--- src/rtl/valid_array_ctrl.sv ---
// Request-side controller for a registered-input valid/metadata array.
// Serialises read, set-bits, clear-bits and invalidate-all requests into array-port cycles.
module valid_array_ctrl #(
  parameter int S_INDEX = 4,
  parameter int WIDTH   = 1
) (
  input  logic               clk0,
  input  logic               rst0,
  input  logic               req_valid,
  output logic               req_ready,
  input  logic [1:0]         req_op,
  input  logic [S_INDEX-1:0] req_addr,
  input  logic [WIDTH-1:0]   req_mask,
  output logic               resp_valid,
  output logic [WIDTH-1:0]   resp_data,
  output logic               csb0,
  output logic               web0,
  output logic [S_INDEX-1:0] addr0,
  output logic [WIDTH-1:0]   din0,
  input  logic [WIDTH-1:0]   dout0
);

  localparam logic [1:0] OP_READ  = 2'b00;
  localparam logic [1:0] OP_SET   = 2'b01;
  localparam logic [1:0] OP_CLR   = 2'b10;
  localparam logic [1:0] OP_INVAL = 2'b11;
  localparam logic [S_INDEX-1:0] LAST_SET = {S_INDEX{1'b1}};

  typedef enum logic [1:0] {
    IDLE  = 2'b00,
    RD    = 2'b01,
    EVAL  = 2'b10,
    SWEEP = 2'b11
  } state_t;

  state_t             state_r, state_s;
  logic [1:0]         op_r;
  logic [S_INDEX-1:0] addr_r;
  logic [WIDTH-1:0]   mask_r;
  logic [S_INDEX-1:0] cnt_r;
  logic               accept_s;
  logic [WIDTH-1:0]   new_s;

  function automatic logic [WIDTH-1:0] f_set_bits(input logic [WIDTH-1:0] old_v,
                                                  input logic [WIDTH-1:0] mask_v);
    return old_v | mask_v;
  endfunction

  function automatic logic [WIDTH-1:0] f_clr_bits(input logic [WIDTH-1:0] old_v,
                                                  input logic [WIDTH-1:0] mask_v);
    return old_v & ~mask_v;
  endfunction

  // Ready is suppressed during reset so nothing can be accepted while rst0 is high.
  assign req_ready = (state_r == IDLE) && !rst0;
  assign accept_s  = req_valid && req_ready;

  // State, captured request fields and sweep counter.
  always_ff @(posedge clk0 or posedge rst0) begin
    if (rst0) begin
      state_r <= IDLE;
      op_r    <= OP_READ;
      addr_r  <= {S_INDEX{1'b0}};
      mask_r  <= {WIDTH{1'b0}};
      cnt_r   <= {S_INDEX{1'b0}};
    end else begin
      state_r <= state_s;
      if (accept_s) begin
        op_r   <= req_op;
        addr_r <= req_addr;
        mask_r <= req_mask;
      end
      if (state_r == SWEEP) begin
        cnt_r <= cnt_r + {{(S_INDEX-1){1'b0}}, 1'b1};
      end else if (accept_s) begin
        cnt_r <= {S_INDEX{1'b0}};
      end
    end
  end

  // Modified entry value; read data arrives the cycle after RD, so it feeds EVAL directly.
  always_comb begin
    new_s = dout0;
    case (op_r)
      OP_SET:  new_s = f_set_bits(dout0, mask_r);
      OP_CLR:  new_s = f_clr_bits(dout0, mask_r);
      default: new_s = dout0;
    endcase
  end

  // Next state and array/response decode from registered state and fields.
  always_comb begin
    state_s    = state_r;
    csb0       = 1'b1;
    web0       = 1'b1;
    addr0      = {S_INDEX{1'b0}};
    din0       = {WIDTH{1'b0}};
    resp_valid = 1'b0;
    resp_data  = {WIDTH{1'b0}};
    case (state_r)
      IDLE: begin
        if (accept_s) begin
          if (req_op == OP_INVAL) begin
            state_s = SWEEP;
          end else begin
            state_s = RD;
          end
        end else begin
          state_s = IDLE;
        end
      end
      RD: begin
        csb0    = 1'b0;
        addr0   = addr_r;
        state_s = EVAL;
      end
      EVAL: begin
        resp_valid = 1'b1;
        resp_data  = dout0;
        if ((op_r != OP_READ) && (new_s != dout0)) begin
          csb0  = 1'b0;
          web0  = 1'b0;
          addr0 = addr_r;
          din0  = new_s;
        end else begin
          csb0 = 1'b1;
        end
        state_s = IDLE;
      end
      SWEEP: begin
        csb0  = 1'b0;
        web0  = 1'b0;
        addr0 = cnt_r;
        if (cnt_r == LAST_SET) begin
          resp_valid = 1'b1;
          state_s    = IDLE;
        end else begin
          state_s = SWEEP;
        end
      end
      default: state_s = IDLE;
    endcase
  end

endmodule

--- config.mk ---
export PLATFORM = sky130hd
export DESIGN_NAME = valid_array_ctrl
export DESIGN_NICKNAME = d
export VERILOG_FILES = /design/src/rtl/valid_array_ctrl.sv
export SDC_FILE = /design/constraint.sdc
export NUM_CORES = 1
export LEC_CHECK = 0
export BUFFER_PORTS_ARGS = -buffer_cell sky130_fd_sc_hd__buf_2
export CAP_MARGIN = 20
export CORE_UTILIZATION = 35
export CTS_CLUSTER_DIAMETER = 30
export DETAILED_ROUTE_END_ITERATION = 6
export PLACE_DENSITY = 0.58
export SYNTH_ARGS = -nofsm -noshare
export SYNTH_HDL_FRONTEND = slang
export SYNTH_SLANG_ARGS = --single-unit
--- constraint.sdc ---
create_clock -name clk0 -period 2.3 [get_ports clk0]
set_clock_uncertainty 0.05 [all_clocks]
set_input_delay 0.46 -clock clk0 [delete_from_list [all_inputs] [get_ports clk0]]
set_output_delay 0.46 -clock clk0 [all_outputs]
set_load 0.05 [all_outputs]
# Yosys cells after proc, flatten, opt, wreduce, memory -nomap -nowiden

Cells that the tools add are included.

Register bits: 13
Input bits: 11
Logic and storage cells: 42

Add/subtract/negate cells: 1
Eq/ne operators: 8
Muxes and demuxes: 17
Bitwise gates (word level): 3
Reduce and logical (&&, ||, !) cells: 8

Operators with widths:

| operator            | number |
|---|---|
| $mux 4              | 3 |
| $pmux 4 s3          | 1 |
| $eq 2x2->1 const B  | 4 |
| $pmux 1 s2          | 4 |
| $pmux 2 s4          | 1 |
| $mux 2              | 3 |
| $mux 1              | 5 |
| $add 4x1->4 const B | 1 |
| $eq 2x1->1 const B  | 2 |
| $eq 4x4->1 const B  | 1 |
| $reduce_bool 2->1   | 2 |
| $logic_and 1x1->1   | 3 |
| $logic_not 2->1     | 1 |
| $reduce_or 2->1     | 1 |
| $and 1x1->1         | 1 |
| $logic_not 1->1     | 1 |
| $ne 1x1->1          | 1 |
| $not 1->1           | 1 |
| $or 1x1->1          | 1 |

# Longest topological paths before layout

Gate-level depths: netlist (run 1).

Depth in word-level cells: 7
Gate-level depth with buffers: 6
Mapped depth without buffers: 6

# Least setup slack after synthesis (run 1)

OpenSTA, ideal clock, no wires.

Path type: register -> output
Start: register op_r[0]
End: output addr0[0]
Arrival: 2.154 ns
Required time: 1.790 ns
Slack: -0.364 ns
Cell stages (with the launch flop): 6
Buffers on the path: 0
Cell sequence: dfrtp_1 > ha_1 > nand2b_1 > o22ai_1 > nand3b_1 > o21ai_0

Word-level cells in the longest chain between the ends: 6

RTL lines:

| what                                            | line | text |
|---|---|---|
| from (decl)                                     | 37   | `logic [1:0] op_r;` |
| from (signal assigned)                          | 69   | `op_r <= req_op;` |
| $eq 2x2->1 / $eq 2x1->1 (equally long branches) | 84   | `case (op_r)` |
| $pmux 1 s2                                      | 84   |  |
| $ne 1x1->1                                      | 120  | `if ((op_r != OP_READ) && (new_s != dout0)) begin` |
| $logic_and 1x1->1 (*)                           | 120  |  |
| $mux 4 (*)                                      | 120  |  |
| $pmux 4 s3 (*)                                  | 100  | `case (state_r)` |
| to (decl)                                       | 18   | `output logic [S_INDEX-1:0] addr0,` |

Every way passes the cells marked *; elsewhere a longest branch is shown, timed or not.

# Final worst setup path (run 1)

Start: register op_r[0]
End: output addr0[2]

The elaborated chain is that of the path after synthesis.

==> impl_metrics.py, run 1 <==
metrics = {
    "outcome": {
        "status": "finished with violations",
        "violations": "negative setup slack",
    },
    "timing": {
        "hold_ws_ps": 176,
        "period_minus_slack_ps": 2390,
        "worstMarginPinSlew_ps": 528,
        "finalSetupViolations": 5,
        "hold_viol": 0,
        "fin_crit_sh_pct": 104,
        "slew_violations": 0,
        "slew_headroom_pct": 64.8,
        "max_freq_mhz": 419,
        "grt_setup_unrepaired": "yes",
        "fin_setup_tns_ps": -355,
        "fin_ws_ps": -89.1,
    },
    "synth": {
        "synthMuxAreaShare_pct": 10.3,
        "yosysTopAreaCell": "dfrtp_1",
        "syn-num-nets": 94,
        "synth_cell_type_count": 28,
        "synth_xor_area_share_pct": 0,
        "synth_warnings": 0,
        "avgSynthCellArea_um2": 9.68,
        "synth-async-reset-ratio_pct": 100,
        "netlist.area_leader.share_pct": 42.6,
        "synth-simple-area-share_pct": 21.3,
        "synth_edf_count": 0,
        "synth_most_common_cell": "dfrtp_1",
        "synth_fa_ha_area_share_pct": 6.55,
        "synthTopCellsByArea": "dfrtp_1 43%, mux2_2 10%, ha_1 6.5%",
        "yosys_register_bits": 13,
        "synth_common_cells": "13 x dfrtp_1, 9 x nand2_1, 9 x o21ai_0",
        "synth_area_um2": 764,
        "ys_seq_area_share_pct": 42.6,
        "synthCells": 79,
        "synth_top_family_by_area": "simple AND/OR/NAND/NOR gates",
        "synth_compound_area_share_pct": 16.7,
        "synth_ff_type": "dfrtp_1",
    },
    "finish": {
        "antennaDiodeCount": 0,
        "fillers": 186,
        "area_growth_syn_to_layout_pct": 40.1,
        "drive_above_1_share_pct": 50.0,
        "nets": 122,
    },
    "place": {
        "numPortBuffers": 20,
        "place.gp.congestion": 0.748,
        "dp_hpwl_um": 1280,
    },
    "cts": {
        "cts_max_level": 1,
        "clock_latency_ps": 290,
        "cts.sinks": 13,
        "cts_tree": "yes",
        "cts_root_buf": "clkbuf_4",
        "clk_pin_slew_ps": 80,
        "cts_made_buffers": 3,
        "clockBufferDepth": 2,
    },
    "detailed_routing": {
        "viasPerCell": 5.08,
        "drt-initial-drc-count": 16,
        "antenna_left": 0,
        "via_count": 676,
        "firstDrtPassIters": 4,
        "finalWirelength_um": 1920,
        "wl_per_cell_um": 14.4,
        "drt_drc_violations_left": 0,
    },
    "grt": {
        "grt_pass1_wl_um": 3180,
        "grt_max_degree": 14,
        "grt_pass1_vias": 679,
        "antenna_found_initial": 0,
        "grt_overflow_total": 0,
        "track_usage_pct": 17.8,
    },
    "floorplanning": {
        "core_area_mm2": 0.00200,
        "die_area_mm2": 0.00238,
        "initial_core_util_pct": 38.2,
        "io_pins": 21,
        "die_y_um": 48.7,
        "placementRows": 16,
        "die_width_um": 48.7,
    },
    "setup_path": {
        "rr_worst_depth": 4,
        "r2r_setup_slack_ps": 790,
        "path_cells": "inv_2, ha_2, nor2b_4, o22ai_2, nand3b_1, buf_4, o21ai_2, buf_6",
        "startpoint_type": "register",
        "critical_path_class": "reg -> out",
        "crit_slowest_cell": "dfrtp_1",
        "cpPeakStageDelay_ps": 420,
        "cp.required_ps": 1790,
        "r2r-end": "cnt_r[3]",
        "arrival_ps": 1880,
        "crit_buf_inv": 3,
        "cp_top_family": "flip-flops",
        "cp.depth": 8,
        "r2r-start": "state_r[1]",
        "crit_fanout": 3,
        "crit_start": "op_r[0]",
        "endpoint_kind": "primary output",
        "endpoint": "addr0[2]",
    },
    "pwr": {
        "p_leak_nw": 0.481,
        "ir_worst_vdd_v": 0.000509,
        "p_per_area_mw_per_mm2": 925,
    },
    "job": {
        "drv_cap": 0,
    },
    "min_path": {
        "hp-class": "in -> async",
    },
}
## cell usage in the layout, fill, tap and decap left out, types with 2 or more instances in the layout
master / netlist / layout
a21oi_1: 4 / 3
mux2_2: 7 / 7
o21ai_0: 9 / 4
ha_4: 0 / 2
buf_6: 0 / 7
o21ai_2: 0 / 5
a22oi_1: 4 / 4
and2_1: 2 / 2
clkbuf_4: 0 / 3
nor2_1: 3 / 3
inv_1: 4 / 2
buf_4: 0 / 4
buf_2: 0 / 13
inv_2: 0 / 2
dfrtp_1: 13 / 13
nand3_1: 2 / 2
nand2_1: 9 / 9
## sequential cells by signal, summed over array words and instances (netlist names)
name,count
addr_r,4
cnt_r,4
op_r,2
state_r,2
mask_r,1
## how the worst min path moves through the flow
stage | startpoint | endpoint | slack (ps)
finish | rst0 | cnt_r[0] | 180
global route | rst0 | cnt_r[0] | 230
CTS | rst0 | cnt_r[0] | 200
detailed placement | op_r[1] | op_r[1] | 480
global placement | cnt_r[3] | cnt_r[3] | 460
floorplan | rst0 | addr_r[0] | 290
## worst register-to-register path: stages, from the launching register on
cell and delay (ps):
dfrtp_1 540, and2_0 410, a21oi_1 150, o21ai_1 160, o31ai_1 90
## repair_timing
item	4_1_cts	5_1_grt
pin swaps	8	3
resized for setup	29	8
buffers inserted	2	2
hold buffers	0	0
endpoints found under the setup margin	5	7
## cells by family after synthesis
family	Yosys count
flops	13
compound gates	22
simple gates	28
fa+ha+maj	4
buf+inv	5
mux	7
## per-stage QoR
step / worst slack [ps] / instance area (µm²) / utilization (%) / instances / total power, mW
detailed placement: 139 / 893 / 44.6 / 125 / 0.695
CTS: -32.8 / 1030 / 51.6 / 131 / 0.946
finish: -89.1 / 1070 / 53.5 / 133 / 0.991
global placement: 172 / 893 / 44.6 / 125 / 0.688
global route: -195 / 1070 / 53.5 / 133 / 1.05
floorplan: -364 / 764 / - / 79 / 0.612
## metal layers
layer  GRT usage (%)  vias to the layer above  wire length [µm]
met3            3.14                        4                44
met1            22.0                      324               826
met4            8.82                        0                40
met5               0                        -                 0
li1                -                      336                 -
met2            29.6                       12              1000
## where the power goes
| group | leakage (nW) | switching [mW] | internal (mW) |
|---|---|---|---|
| logic | 0.303 | 0.264 | 0.216 |
| registers | 0.163 | 0.0739 | 0.287 |
| clock network | 0.0150 | 0.0825 | 0.0675 |
## layout make-up
class	count	area, µm²	area share [%]
clock buffers	4	26.3	2.45
inverters	4	15.0	1.40
multi-input cells	61	497	46.4
flip-flops and latches	13	325	30.4
well taps	27	33.8	3.15
repair buffers	24	174	16.2
(Power assumes the default switching activity.)
==> run 2: changes to the inputs <==
--- a/config.mk
+++ b/config.mk
@@ -7,10 +7,11 @@
 export LEC_CHECK = 0
 export BUFFER_PORTS_ARGS = -buffer_cell sky130_fd_sc_hd__buf_2
 export CAP_MARGIN = 20
+export CORE_MARGIN = 1.5
 export CORE_UTILIZATION = 35
 export CTS_CLUSTER_DIAMETER = 30
 export DETAILED_ROUTE_END_ITERATION = 6
-export PLACE_DENSITY = 0.58
+export PLACE_DENSITY = 0.6
 export SYNTH_ARGS = -nofsm -noshare
 export SYNTH_HDL_FRONTEND = slang
 export SYNTH_SLANG_ARGS = --single-unit
==> constraint.sdc (replaced) <==
create_clock -name clk0 -period 2 [get_ports clk0]
set_clock_uncertainty 0.05 [all_clocks]
set_input_delay 0.4 -clock clk0 [delete_from_list [all_inputs] [get_ports clk0]]
set_output_delay 0.4 -clock clk0 [all_outputs]
set_load 0.05 [all_outputs]
==> impl_metrics.py, run 2 (same netlist as run 1, synthesis figures left out) <==
metrics = {
    "outcome": {
        "status": "finished with violations",
        "violations": "negative setup slack",
    },
    "setup_path": {
        "crit_slowest_cell": "dfrtp_1",
        "cpMostUsedCell": "buf_6",
        "crit_buf_inv": 3,
        "arrival_ps": 1740,
        "startpoint_type": "register",
        "critical_path_class": "reg -> out",
        "endpoint_kind": "primary output",
        "cp_top_family": "flip-flops",
        "path_cells": "inv_2, ha_2, nor2b_4, o22ai_2, nand3b_1, buf_6, nor3_4, buf_6",
        "cpPeakStageDelay_ps": 380,
        "cp.required_ps": 1550,
        "crit_fanout": 5,
    },
    "timing": {
        "max_freq_mhz": 456,
        "fin_ws_ps": -191,
        "period_minus_slack_ps": 2190,
        "slew_violations": 0,
        "finalSetupViolations": 7,
        "worstMarginPinSlew_ps": 537,
        "slew_headroom_pct": 64.2,
        "hold_viol": 0,
        "fin_crit_sh_pct": 110,
        "grt_setup_unrepaired": "yes",
        "fin_setup_tns_ps": -1170,
    },
    "floorplanning": {
        "io_pins": 21,
        "placementRows": 16,
        "die_area_mm2": 0.00247,
        "core_area_mm2": 0.00200,
        "die_y_um": 49.7,
        "initial_core_util_pct": 38.2,
        "die_width_um": 49.7,
    },
    "cts": {
        "cts_made_buffers": 3,
        "ctsHoldBuffers": 0,
        "cts_tree": "yes",
        "cts.sinks": 13,
        "cts_max_level": 1,
        "clock_latency_ps": 270,
        "cts_root_buf": "clkbuf_4",
        "clockBufferDepth": 2,
        "clk_pin_slew_ps": 80,
    },
    "detailed_routing": {
        "firstDrtPassIters": 4,
        "finalWirelength_um": 1840,
        "wl_per_cell_um": 13.5,
        "via_count": 703,
        "drt-initial-drc-count": 5,
        "antenna_left": 0,
        "drt_drc_violations_left": 0,
        "viasPerCell": 5.13,
    },
    "finish": {
        "reg_top3": "addr_r x4, cnt_r x4",
        "drive_above_1_share_pct": 53.6,
        "nets": 126,
        "area_growth_syn_to_layout_pct": 45.3,
        "antennaDiodeCount": 0,
        "fillers": 196,
        "layout_common_cells": "12 x dfrtp_1, 12 x buf_2, 9 x nand2_1, 9 x buf_6",
        "final_core_util_pct": 55.5,
        "multiInputGateArea_um2": 495,
        "seqCellArea_um2": 327,
    },
    "grt": {
        "grt_pass1_vias": 707,
        "grt_overflow_total": 0,
        "track_usage_pct": 17.4,
        "antenna_found_initial": 0,
        "grt_max_degree": 14,
        "grt_pass1_wl_um": 3180,
    },
    "job": {
        "drv_cap": 0,
    },
    "place": {
        "numPortBuffers": 20,
        "place.gp.congestion": 0.823,
        "dp_hpwl_um": 1390,
    },
    "pwr": {
        "sw_frac_of_total_pct": 40.9,
        "clock_power_share_pct": 13.8,
        "p_leak_nw": 0.507,
        "p_per_area_mw_per_mm2": 1040,
        "switchingPower_uw": 472,
        "ir_worst_vdd_v": 0.000515,
        "internal_power_uw": 682,
        "p_seq_share_pct": 34.7,
        "combPwrFrac_pct": 51.4,
    },
    "min_path": {
        "hp-class": "in -> async",
    },
}
## run 2: layout make-up
| type | count | share of cell area, % |
|---|---|---|
| well taps | 27 | 3.04 |
| flip-flops and latches | 13 | 29.4 |
| repair buffers | 28 | 19.3 |
| clock buffers | 4 | 2.36 |
| multi-input cells | 61 | 44.6 |
| inverters | 4 | 1.35 |
## run 2: final timing paths
| check | from | to | slack [ps] | cells past startpoint |
|---|---|---|---|---|
| min in group clk0 | req_addr[2] | addr_r[2] | 310 | 2 |
| max reg2reg | state_r[1] | mask_r | 550 | 4 |
| min | rst0 | state_r[1] | 130 | 2 |
| max | op_r[0] | din0 | -190 | 8 |
| max in group asynchronous | rst0 | cnt_r[0] | 1380 | 2 |
| min reg2reg | cnt_r[0] | cnt_r[0] | 480 | 1 |
## run 2: metal layers
metal	share of wire, %	global-route usage (%)	routed length (µm)	vias to the layer above
li1	-	-	-	348
met1	41	20.0	750	343
met2	55	30.2	1010	10
met3	3.7	6.67	69	2
met4	0.81	4.17	15	0
met5	0	0	0	-
## run 2: per-stage QoR
| step | instances | power [mW] | setup slack, ps | hold WS [ps] | area [µm²] |
|---|---|---|---|---|---|
| after floorplan | 79 | 0.736 | -138 | 227 | 798 |
| after global placement | 131 | 0.863 | -25.9 | 430 | 972 |
| after detailed placement | 131 | 0.878 | -50.5 | 447 | 972 |
| after CTS | 136 | 1.14 | -201 | 133 | 1090 |
| after global routing | 137 | 1.24 | -318 | 156 | 1110 |
| final | 137 | 1.15 | -191 | 134 | 1110 |
## run 2: power groups by stage
stage          logic (mW)  registers (mW)  clock network [mW]
2_1_floorplan       0.348           0.389                   0
3_3_place_gp        0.467           0.396                   0
3_5_place_dp        0.481           0.398                   0
4_1_cts             0.573           0.398               0.168
5_1_grt             0.645           0.414               0.178
6_report            0.594           0.401               0.159
## run 2: what timing repair did
action	in CTS	in global routing
buffers inserted	1	1
pin swaps	6	3
endpoints found under the setup margin	7	8
gates resized for setup	26	5
==> run 3: changes to the inputs <==
--- a/config.mk
+++ b/config.mk
@@ -9,6 +9,7 @@
 export CAP_MARGIN = 20
 export CORE_MARGIN = 1.5
 export CORE_UTILIZATION = 35
+export CTS_BUF_LIST = sky130_fd_sc_hd__clkbuf_4 sky130_fd_sc_hd__clkbuf_8
 export CTS_CLUSTER_DIAMETER = 30
 export DETAILED_ROUTE_END_ITERATION = 6
 export PLACE_DENSITY = 0.6
==> impl_metrics.py, run 3 (same netlist as run 1, synthesis figures left out) <==
metrics = {
    "outcome": {
        "status": "finished with violations",
        "violations": "negative setup slack",
    },
    "cts": {
        "clk_pin_slew_ps": 80,
        "cts.sinks": 13,
        "ctsHoldBuffers": 0,
        "cts_max_level": 1,
        "clockBufferDepth": 2,
        "cts_made_buffers": 3,
        "cts_tree": "yes",
        "cts_root_buf": "clkbuf_4",
        "clock_latency_ps": 280,
    },
    "timing": {
        "fin_setup_tns_ps": -1180,
        "fin_crit_sh_pct": 110,
        "hold_ws_ps": 134,
        "slew_violations": 0,
        "max_freq_mhz": 456,
        "fin_ws_ps": -191,
        "slew_headroom_pct": 63.9,
        "hold_viol": 0,
        "period_minus_slack_ps": 2190,
        "grt_setup_unrepaired": "yes",
        "worstMarginPinSlew_ps": 541,
        "finalSetupViolations": 7,
    },
    "floorplanning": {
        "die_y_um": 49.7,
        "initial_core_util_pct": 38.2,
        "core_area_mm2": 0.00200,
        "die_width_um": 49.7,
        "placementRows": 16,
        "io_pins": 21,
        "die_area_mm2": 0.00247,
    },
    "pwr": {
        "p_per_area_mw_per_mm2": 1050,
        "power_mw": 1.17,
        "p_seq_share_pct": 34.3,
        "switchingPower_uw": 474,
        "ir_worst_vdd_v": 0.000518,
        "combPwrFrac_pct": 50.9,
        "internal_power_uw": 695,
        "clock_power_share_pct": 14.9,
        "sw_frac_of_total_pct": 40.5,
        "p_leak_nw": 0.510,
    },
    "finish": {
        "drive_above_1_share_pct": 54.5,
        "layout_common_cells": "12 x dfrtp_1, 12 x buf_2, 9 x nand2_1, 9 x buf_6",
        "antennaDiodeCount": 0,
        "reg_top3": "addr_r x4, cnt_r x4",
        "design_area_mm2": 0.00111,
        "layoutNonFillerInstCount": 137,
        "final_core_util_pct": 55.7,
        "nets": 126,
        "area_growth_syn_to_layout_pct": 45.8,
    },
    "place": {
        "dp_hpwl_um": 1390,
        "place_area_um2": 972,
        "numPortBuffers": 20,
        "dp_cells": 131,
        "place.gp.congestion": 0.823,
        "preCtsSetupSlack_ps": -50.5,
    },
    "detailed_routing": {
        "via_count": 699,
        "viasPerCell": 5.10,
        "wl_per_cell_um": 13.5,
        "firstDrtPassIters": 4,
        "antenna_left": 0,
        "drt_drc_violations_left": 0,
        "drt-initial-drc-count": 5,
        "finalWirelength_um": 1850,
    },
    "grt": {
        "antenna_found_initial": 0,
        "track_usage_pct": 17.4,
        "grt_overflow_total": 0,
        "grt_pass1_vias": 707,
        "grt_pass1_wl_um": 3180,
        "grt_max_degree": 14,
    },
    "setup_path": {
        "critical_path_class": "reg -> out",
        "startpoint_type": "register",
        "crit_fanout": 5,
        "endpoint_kind": "primary output",
        "arrival_ps": 1740,
        "cp.required_ps": 1550,
    },
    "min_path": {
        "hp-class": "in -> async",
    },
    "job": {
        "drv_cap": 0,
    },
}
==> run 3: cell counts in the layout (fill, tap and decap cells not counted) <==
No cell type changed its count.
==> run 3: area by class of cell <==
type | instances | area (µm²)
Fill cell | 197 | 887
Multi-Input combinational cell | 61 | 495
Inverter | 4 | 15.0
Tap cell | 27 | 33.8
Clock buffer | 4 | 30.0
Timing Repair Buffer | 28 | 214
Sequential cell | 13 | 327
==> run 3: critical path, cell delays in order, from the launching register on <==
cell and delay (ps):
dfrtp_1 380, inv_2 50, ha_2 180, nor2b_4 130, o22ai_2 180, nand3b_1 110, buf_6 140, nor3_4 130
buf_6 180
==> run 3: repair_timing <==
action	in CTS	in global routing
setup endpoints to repair	7	8
pin swaps	6	3
gates resized for setup	26	5
buffers inserted	1	1
==> run 3: path summary, 6_finish.rpt <==
check / startpoint / end / slack [ps] / depth (start not counted)
min in group clk0: req_addr[2] / addr_r[2] / 310 / 2
max: op_r[0] / din0 / -190 / 8
min: rst0 / state_r[1] / 130 / 2
max reg2reg: state_r[1] / mask_r / 550 / 4
min reg2reg: cnt_r[0] / cnt_r[0] / 490 / 1
max in group asynchronous: rst0 / cnt_r[0] / 1380 / 2
==> run 3: layer usage <==
metal | vias up | routed length, µm | global-route usage, %
li1 | 347 | - | -
met1 | 340 | 764 | 20.0
met2 | 10 | 1010 | 30.2
met3 | 2 | 68 | 6.67
met4 | 0 | 15 | 4.17
met5 | - | 0 | 0
==> run 3: power by group through the flow <==
| stage | logic [mW] | registers [mW] | clock network, mW |
|---|---|---|---|
| final | 0.595 | 0.401 | 0.174 |
| after global routing | 0.645 | 0.414 | 0.191 |
| after CTS | 0.573 | 0.398 | 0.182 |
| after detailed placement | 0.481 | 0.398 | 0 |
| after global placement | 0.467 | 0.396 | 0 |
| after floorplan | 0.348 | 0.389 | 0 |
